[config.mk]
export PLATFORM = sky130hd
export DESIGN_NAME = rf_write_arbiter
export DESIGN_NICKNAME = d
export VERILOG_FILES = /design/src/rtl/rf_pkg.sv /design/src/rtl/rf_hold_buffer.sv /design/src/rtl/rf_write_arbiter.sv
export SDC_FILE = /design/constraint.sdc
export NUM_CORES = 1
export LEC_CHECK = 0
export ABC_CLOCK_PERIOD_IN_PS = 2700
export CORE_MARGIN = 10
export CORE_UTILIZATION = 43
export CTS_CLUSTER_DIAMETER = 50
export DETAILED_ROUTE_END_ITERATION = 10
export PLACE_DENSITY = 0.72
export SLEW_MARGIN = 5
export SYNTH_ARGS = -nofsm -noshare
export SYNTH_HDL_FRONTEND = slang
export SYNTH_SLANG_ARGS = --single-unit
[constraint.sdc]
create_clock -name clk -period 2.7 [get_ports clk]
set_input_delay 0.54 -clock clk [delete_from_list [all_inputs] [get_ports clk]]
set_output_delay 0.54 -clock clk [all_outputs]
set_load 0.005 [all_outputs]
[src/rtl/rf_pkg.sv]
// Shared types and widths for the register-file write arbiter.
package rf_pkg;

    localparam int unsigned DATA_W = 32;
    localparam int unsigned ADDR_W = 5;

    typedef enum logic [1:0] {
        IDLE  = 2'd0,
        HELD  = 2'd1,
        FORCE = 2'd2
    } arbState_t;

    typedef enum logic [1:0] {
        GRANT_NONE = 2'd0,
        GRANT_A    = 2'd1,
        GRANT_B    = 2'd2
    } grantSrc_t;

endpackage

[src/rtl/rf_hold_buffer.sv]
// One-entry holding register for the multi-cycle unit's result.
// The select reads as 0 whenever the entry is empty.
module rf_hold_buffer #(
    parameter int unsigned DATA_W = 32,
    parameter int unsigned ADDR_W = 5
) (
    input  logic              clk,
    input  logic              rst,
    input  logic              load,
    input  logic              clear,
    input  logic [ADDR_W-1:0] loadSelect,
    input  logic [DATA_W-1:0] loadData,
    output logic              pending,
    output logic [ADDR_W-1:0] holdSelect,
    output logic [DATA_W-1:0] holdData
);

    always_ff @(posedge clk or posedge rst) begin
        if (rst) begin
            pending    <= 1'b0;
            holdSelect <= '0;
            holdData   <= '0;
        end else if (load) begin
            pending    <= 1'b1;
            holdSelect <= loadSelect;
            holdData   <= loadData;
        end else if (clear) begin
            pending    <= 1'b0;
            holdSelect <= '0;
            holdData   <= '0;
        end
    end

endmodule

[src/rtl/rf_write_arbiter.sv]
// Shares the register-file write port between S3 writeback (A) and a buffered multi-cycle unit (B).
// Define RF_ZERO_GUARD_EN to suppress the write enable for any grant targeting register 0.
module rf_write_arbiter #(
    parameter int unsigned DATA_W       = rf_pkg::DATA_W,
    parameter int unsigned ADDR_W       = rf_pkg::ADDR_W,
    parameter int unsigned STARVE_LIMIT = 4
) (
    input  logic              clk,
    input  logic              rst,
    input  logic              A_Valid,
    output logic              A_Ready,
    input  logic [ADDR_W-1:0] A_WriteSelect,
    input  logic [DATA_W-1:0] A_WriteData,
    input  logic              B_Valid,
    output logic              B_Ready,
    input  logic [ADDR_W-1:0] B_WriteSelect,
    input  logic [DATA_W-1:0] B_WriteData,
    output logic              B_Pending,
    output logic [ADDR_W-1:0] B_PendingSelect,
    output logic [ADDR_W-1:0] RF_WriteSelect,
    output logic [DATA_W-1:0] RF_WriteData,
    output logic              RF_WriteEnable
);

    import rf_pkg::*;

    localparam logic [3:0] StarveLim = 4'(STARVE_LIMIT);

    arbState_t         state, stateNext;
    grantSrc_t         grant;
    logic [3:0]        starveCnt, starveNext;
    logic              bufLoad, bufClear, zeroBlock;
    logic [DATA_W-1:0] holdData;
    logic [ADDR_W-1:0] wrSelect;
    logic [DATA_W-1:0] wrData;
    logic              wrEnable;

    rf_hold_buffer #(
        .DATA_W(DATA_W),
        .ADDR_W(ADDR_W)
    ) u_holdBuffer (
        .clk       (clk),
        .rst       (rst),
        .load      (bufLoad),
        .clear     (bufClear),
        .loadSelect(B_WriteSelect),
        .loadData  (B_WriteData),
        .pending   (B_Pending),
        .holdSelect(B_PendingSelect),
        .holdData  (holdData)
    );

    // A has fixed priority except in FORCE, where it is back-pressured for one cycle.
    always_comb begin
        grant   = GRANT_NONE;
        A_Ready = 1'b1;
        if (state == FORCE) begin
            grant   = GRANT_B;
            A_Ready = 1'b0;
        end else if (A_Valid) begin
            grant = GRANT_A;
        end else if (state == HELD) begin
            grant = GRANT_B;
        end
    end

    assign B_Ready  = (state == IDLE);
    assign bufLoad  = B_Ready && B_Valid;
    assign bufClear = (grant == GRANT_B);

    always_comb begin
        stateNext  = state;
        starveNext = starveCnt;
        case (state)
            IDLE: begin
                starveNext = 4'd0;
                if (bufLoad) begin
                    stateNext = HELD;
                end
            end
            HELD: begin
                if (grant == GRANT_B) begin
                    stateNext  = IDLE;
                    starveNext = 4'd0;
                end else begin
                    starveNext = (starveCnt >= StarveLim) ? StarveLim : starveCnt + 4'd1;
                    // Force on the grant that reaches the limit, so B waits exactly LIMIT A writes.
                    if (starveNext == StarveLim) begin
                        stateNext = FORCE;
                    end
                end
            end
            FORCE: begin
                stateNext  = IDLE;
                starveNext = 4'd0;
            end
            default: begin
                stateNext  = IDLE;
                starveNext = 4'd0;
            end
        endcase
    end

    always_ff @(posedge clk or posedge rst) begin
        if (rst) begin
            state     <= IDLE;
            starveCnt <= 4'd0;
        end else begin
            state     <= stateNext;
            starveCnt <= starveNext;
        end
    end

`ifdef RF_ZERO_GUARD_EN
    assign zeroBlock = (wrSelect == '0);
`else
    assign zeroBlock = 1'b0;
`endif

    assign wrSelect = (grant == GRANT_A) ? A_WriteSelect : B_PendingSelect;
    assign wrData   = (grant == GRANT_A) ? A_WriteData : holdData;
    assign wrEnable = (grant != GRANT_NONE) && !zeroBlock;

    // Select/data hold their last value on idle cycles; only the enable drops.
    always_ff @(posedge clk or posedge rst) begin
        if (rst) begin
            RF_WriteEnable <= 1'b0;
            RF_WriteSelect <= '0;
            RF_WriteData   <= '0;
        end else begin
            RF_WriteEnable <= wrEnable;
            if (grant != GRANT_NONE) begin
                RF_WriteSelect <= wrSelect;
                RF_WriteData   <= wrData;
            end
        end
    end

endmodule

==> results.md <==
- Sequential cells were found to cover 47.8% of the synthesized design area.
- The via count of the first global-routing pass is 4,142.
- Synthesis produced a netlist with a net count of 502.
- In this run the standard cell core region covers 9770 um2.
- The clock tree from TritonCTS is done.
- The maximum buffer depth of the clock tree is 2.
- The library cell occupying the most area in the post-synthesis netlist is dfrtp_1.
- Summing all placed instances gives a cell area of 5560 um2.
- The synthesized design contains 82 register bits.
- The number of enable-type register cells in the synthesized netlist is 0.
- The worst slack after detailed placement is 0.531 ns.
- The number of different library cells used by synthesis comes to 30.
- The initial antenna violation count is 1.
- The min-delay analysis places its worst path in the category reg2reg.
- In this run the critical register-to-register path is launched from state[1].
- The Yosys warning count is 0.
- In this run, post-CTS repair resized a total of 0 instances.
- The worst hold-check slack is 0.480 ns.
- Yosys attributes the largest share of cell area to dfrtp_1, a22o_1, o32ai_1.
- For the worst setup path, the data arrival time is 1.71 ns.
- The final standard cell count with taps included and fillers excluded is 663.
- In this run the power density over the cells is 681 nW/um2.
- The detailed-placement wirelength estimate is 8620 um.
- The fraction of final layout cells with drive strength greater than 1 is 11.9%.
- The number of hold buffers added after CTS was 0.
- The slew at the pin with the worst max-slew slack is 0.935 ns.
- The destination of the worst register-to-register timing path is RF_WriteData[4].
- The static leakage is 2.26 nW.
- After detailed routing, the average wire length per cell comes to 19.7 um.
- The area of the mapped netlist is 4300 um2.
- Cells fill 58.9% of the core in the end.
- The critical path in this run is classified as reg2out.
- The chip height is 120 um.
- Across all setup checks in the final design, the least slack found is 0.449 ns.
- Synthesis produced a netlist whose cell count is 423.
- Summing internal, switching and leakage power gives 3.92 mW.
- The overflow left after global routing is 0.
- The register clock-pin slew on the reported worst setup and hold paths is 0.08 ns.
- Setup slack on the worst reg-to-reg path comes out at 0.56 ns.
- The final non-filler cell area is 5760 um2.
- From synthesis to final layout, the design area changed by 34.0%.
- The starting density of the core is 43.9%.
- The aggregate routed wire length is 13,100 um.
- The maximum number of pins on one net before global-route repair is 51.
- The filler cells instantiated in the layout total 846.
- For this design the top-level I/O count stands at 124.
- Along the worst hold path, the cell count comes to 1.
- The later pin in the worst-skew pair is clocked with a latency of 0.35 ns.
- The initial DRC count is 245.
- The area share of the largest cell type after synthesis is 47.8%.
- Along the worst path, the maximum fanout reaches 15.
- The first detailed-routing pass took 5 iterations.
- The worst-case reg-to-reg path depth is 5.
- The worst hold path terminates at starveCnt[0].
- Post-CTS timing repair inserted 0 buffers for setup.
- The launch point of the worst hold path is starveCnt[0].
- For this block, the via count after detailed routing is 3,922.
- The max-slew violation count is 0.
- In the synthesized netlist, the cells that appear most often are dfrtp_1, nor3_1, a22o_1, o21ai_0, a21oi_1.
- Setup repair after global routing left no endpoint under its margin.
- The fmax is 444 MHz.
- The worst pin sits at a relative slew slack of 37.6%.
- CTS placed an instance of clkbuf_8 at the clock tree root.
- The worst path uses 83.4% of the clock period.
- The die boundary width is 120 um.
- The tool flagged a number of max-cap violations equal to 0.
- Port buffering added 123 buffers.
- In the routed layout, each cell is associated on average with a via count of 5.92.
- The DRC violation count after routing is 0.
- The cell with the most instances after synthesis is dfrtp_1.
- The final weighted congestion in routability-driven placement is 0.792.
- The mean instance size in the synthesized netlist is 10.2 um2.
- The type of destination of the critical path is a primary output.
- The number of nets in the final layout is 604.
- The final number of hold-violating endpoints is 0.
- The count of standard-cell rows is 36.
- The aggregate negative setup slack is 0 ns.
- In this run the remaining antenna-violating nets after routing total 0.
- Across the VDD grid, the largest voltage drop is 0.349 mV.
- The die covers 14,400 um2.
- The H-tree generated during clock tree synthesis spans 3 levels.
- The total clock sinks is 82.
- Counting flops with an async set or reset pin after synthesis yields a share of 100%.
- Among all flip-flop cells after synthesis, the most frequent one is dfrtp_1.
- Global routing consumed, over all layers together, 17.6% of the routing resources.
- The number of clock buffers inserted by TritonCTS is 9.
- Clock skew on the completed layout was measured at 0.0109 ns.
- The flow ran to the end, and the final reports show no timing, DRC or antenna violations.
- For the worst setup path, the data required time is 2.16 ns.
- Setup violations remaining at the end of the flow were counted as 0.
- The global-route wire length before repair is 21,200 um.
- STA classifies the critical path startpoint as a register.
- The cell total after placement is 647.
- The post-layout minimum cycle time is 2.25 ns.
-- where the power goes --
group	total (mW)	internal [mW]	switching, mW	leakage (nW)
clock network	0.892	0.445	0.448	0.0942
registers	1.72	1.50	0.226	1.01
logic	1.31	0.738	0.569	1.16
-- layer usage --
| layer | GRT usage (%) | up-vias | part of all wire (%) |
|---|---|---|---|
| li1 | - | 1819 | - |
| met3 | 4.92 | 16 | 8.3 |
| met1 | 23.2 | 1920 | 44 |
| met5 | 0 | - | 0 |
| met2 | 27.0 | 167 | 47 |
| met4 | 6.49 | 0 | 1.2 |
-- flip-flops by register name (all words and copies together) (netlist names) --
signal and count:
RF_WriteSelect 5, u_holdBuffer.pending 1, u_holdBuffer.holdSelect 5, u_holdBuffer.holdData 32
state 2, RF_WriteData 32, starveCnt 4, RF_WriteEnable 1
-- cell type report --
class	instances	area, um2	area share, %
Tap cell	133	166	2.89
Antenna cell	1	2.50	0.0435
Clock buffer	10	138	2.39
Multi-Input combinational cell	291	1980	34.5
Clock inverter	5	55.1	0.957
Inverter	5	20.0	0.348
Sequential cell	82	2050	35.7
Timing Repair Buffer	136	1340	23.2
-- layout by cell type (no fill, tap or decap), drive strengths merged --
master,n
clkdlybuf4s50,122
dfrtp,82
nor3,39
a22o,37
o21ai,30
a21oi,28
or3b,27
or4,27
o32ai,27
nand2b,25
nor2,14
buf,14
o22ai,10
a211oi,10
clkbuf,10
inv,4
or2b,4
clkinv,3
nor2b,2
nand3,2
clkinvlp,2
diode,1
xor2,1
and2,1
nand3b,1
nand4,1
o31ai,1
nand2,1
and3,1
ha,1
bufinv,1
conb,1
-- cells by family (layout without fill, tap and decap cells) --
kind of cell / after synthesis / count (layout) / synth area share [%]
AND/OR/NAND/NOR: 145 / 145 / 21.6
AO/OA/AOI/OAI: 143 / 143 / 23.5
flip-flops: 82 / 82 / 47.8
buffers and inverters: 50 / 156 / 6.09
adder cells (fa/ha/maj): 1 / 1 / 0.291
other: 1 / 2 / 0.0873
XOR/XNOR: 1 / 1 / 0.641
-- worst max-delay path by stage --
stage	startpoint	to	slack [ns]	cells after the start
detailed placement	B_Valid	u_holdBuffer.holdData[3]	0.53	4
global placement	B_Valid	u_holdBuffer.holdSelect[4]	0.58	4
floorplan	rst	RF_WriteData[0]	0.05	1
CTS	state[0]	A_Ready	0.44	4
global route	state[0]	A_Ready	0.35	4
finish	state[0]	A_Ready	0.45	4
-- worst max-delay path, stage by stage, from the launching register on --
cell             delay (ns)
dfrtp_2                0.52
nor2b_1                0.08
buf_4                  0.18
inv_1                  0.08
clkdlybuf4s50_1        0.50
No activity file was read; power rests on OpenSTA's default activity.
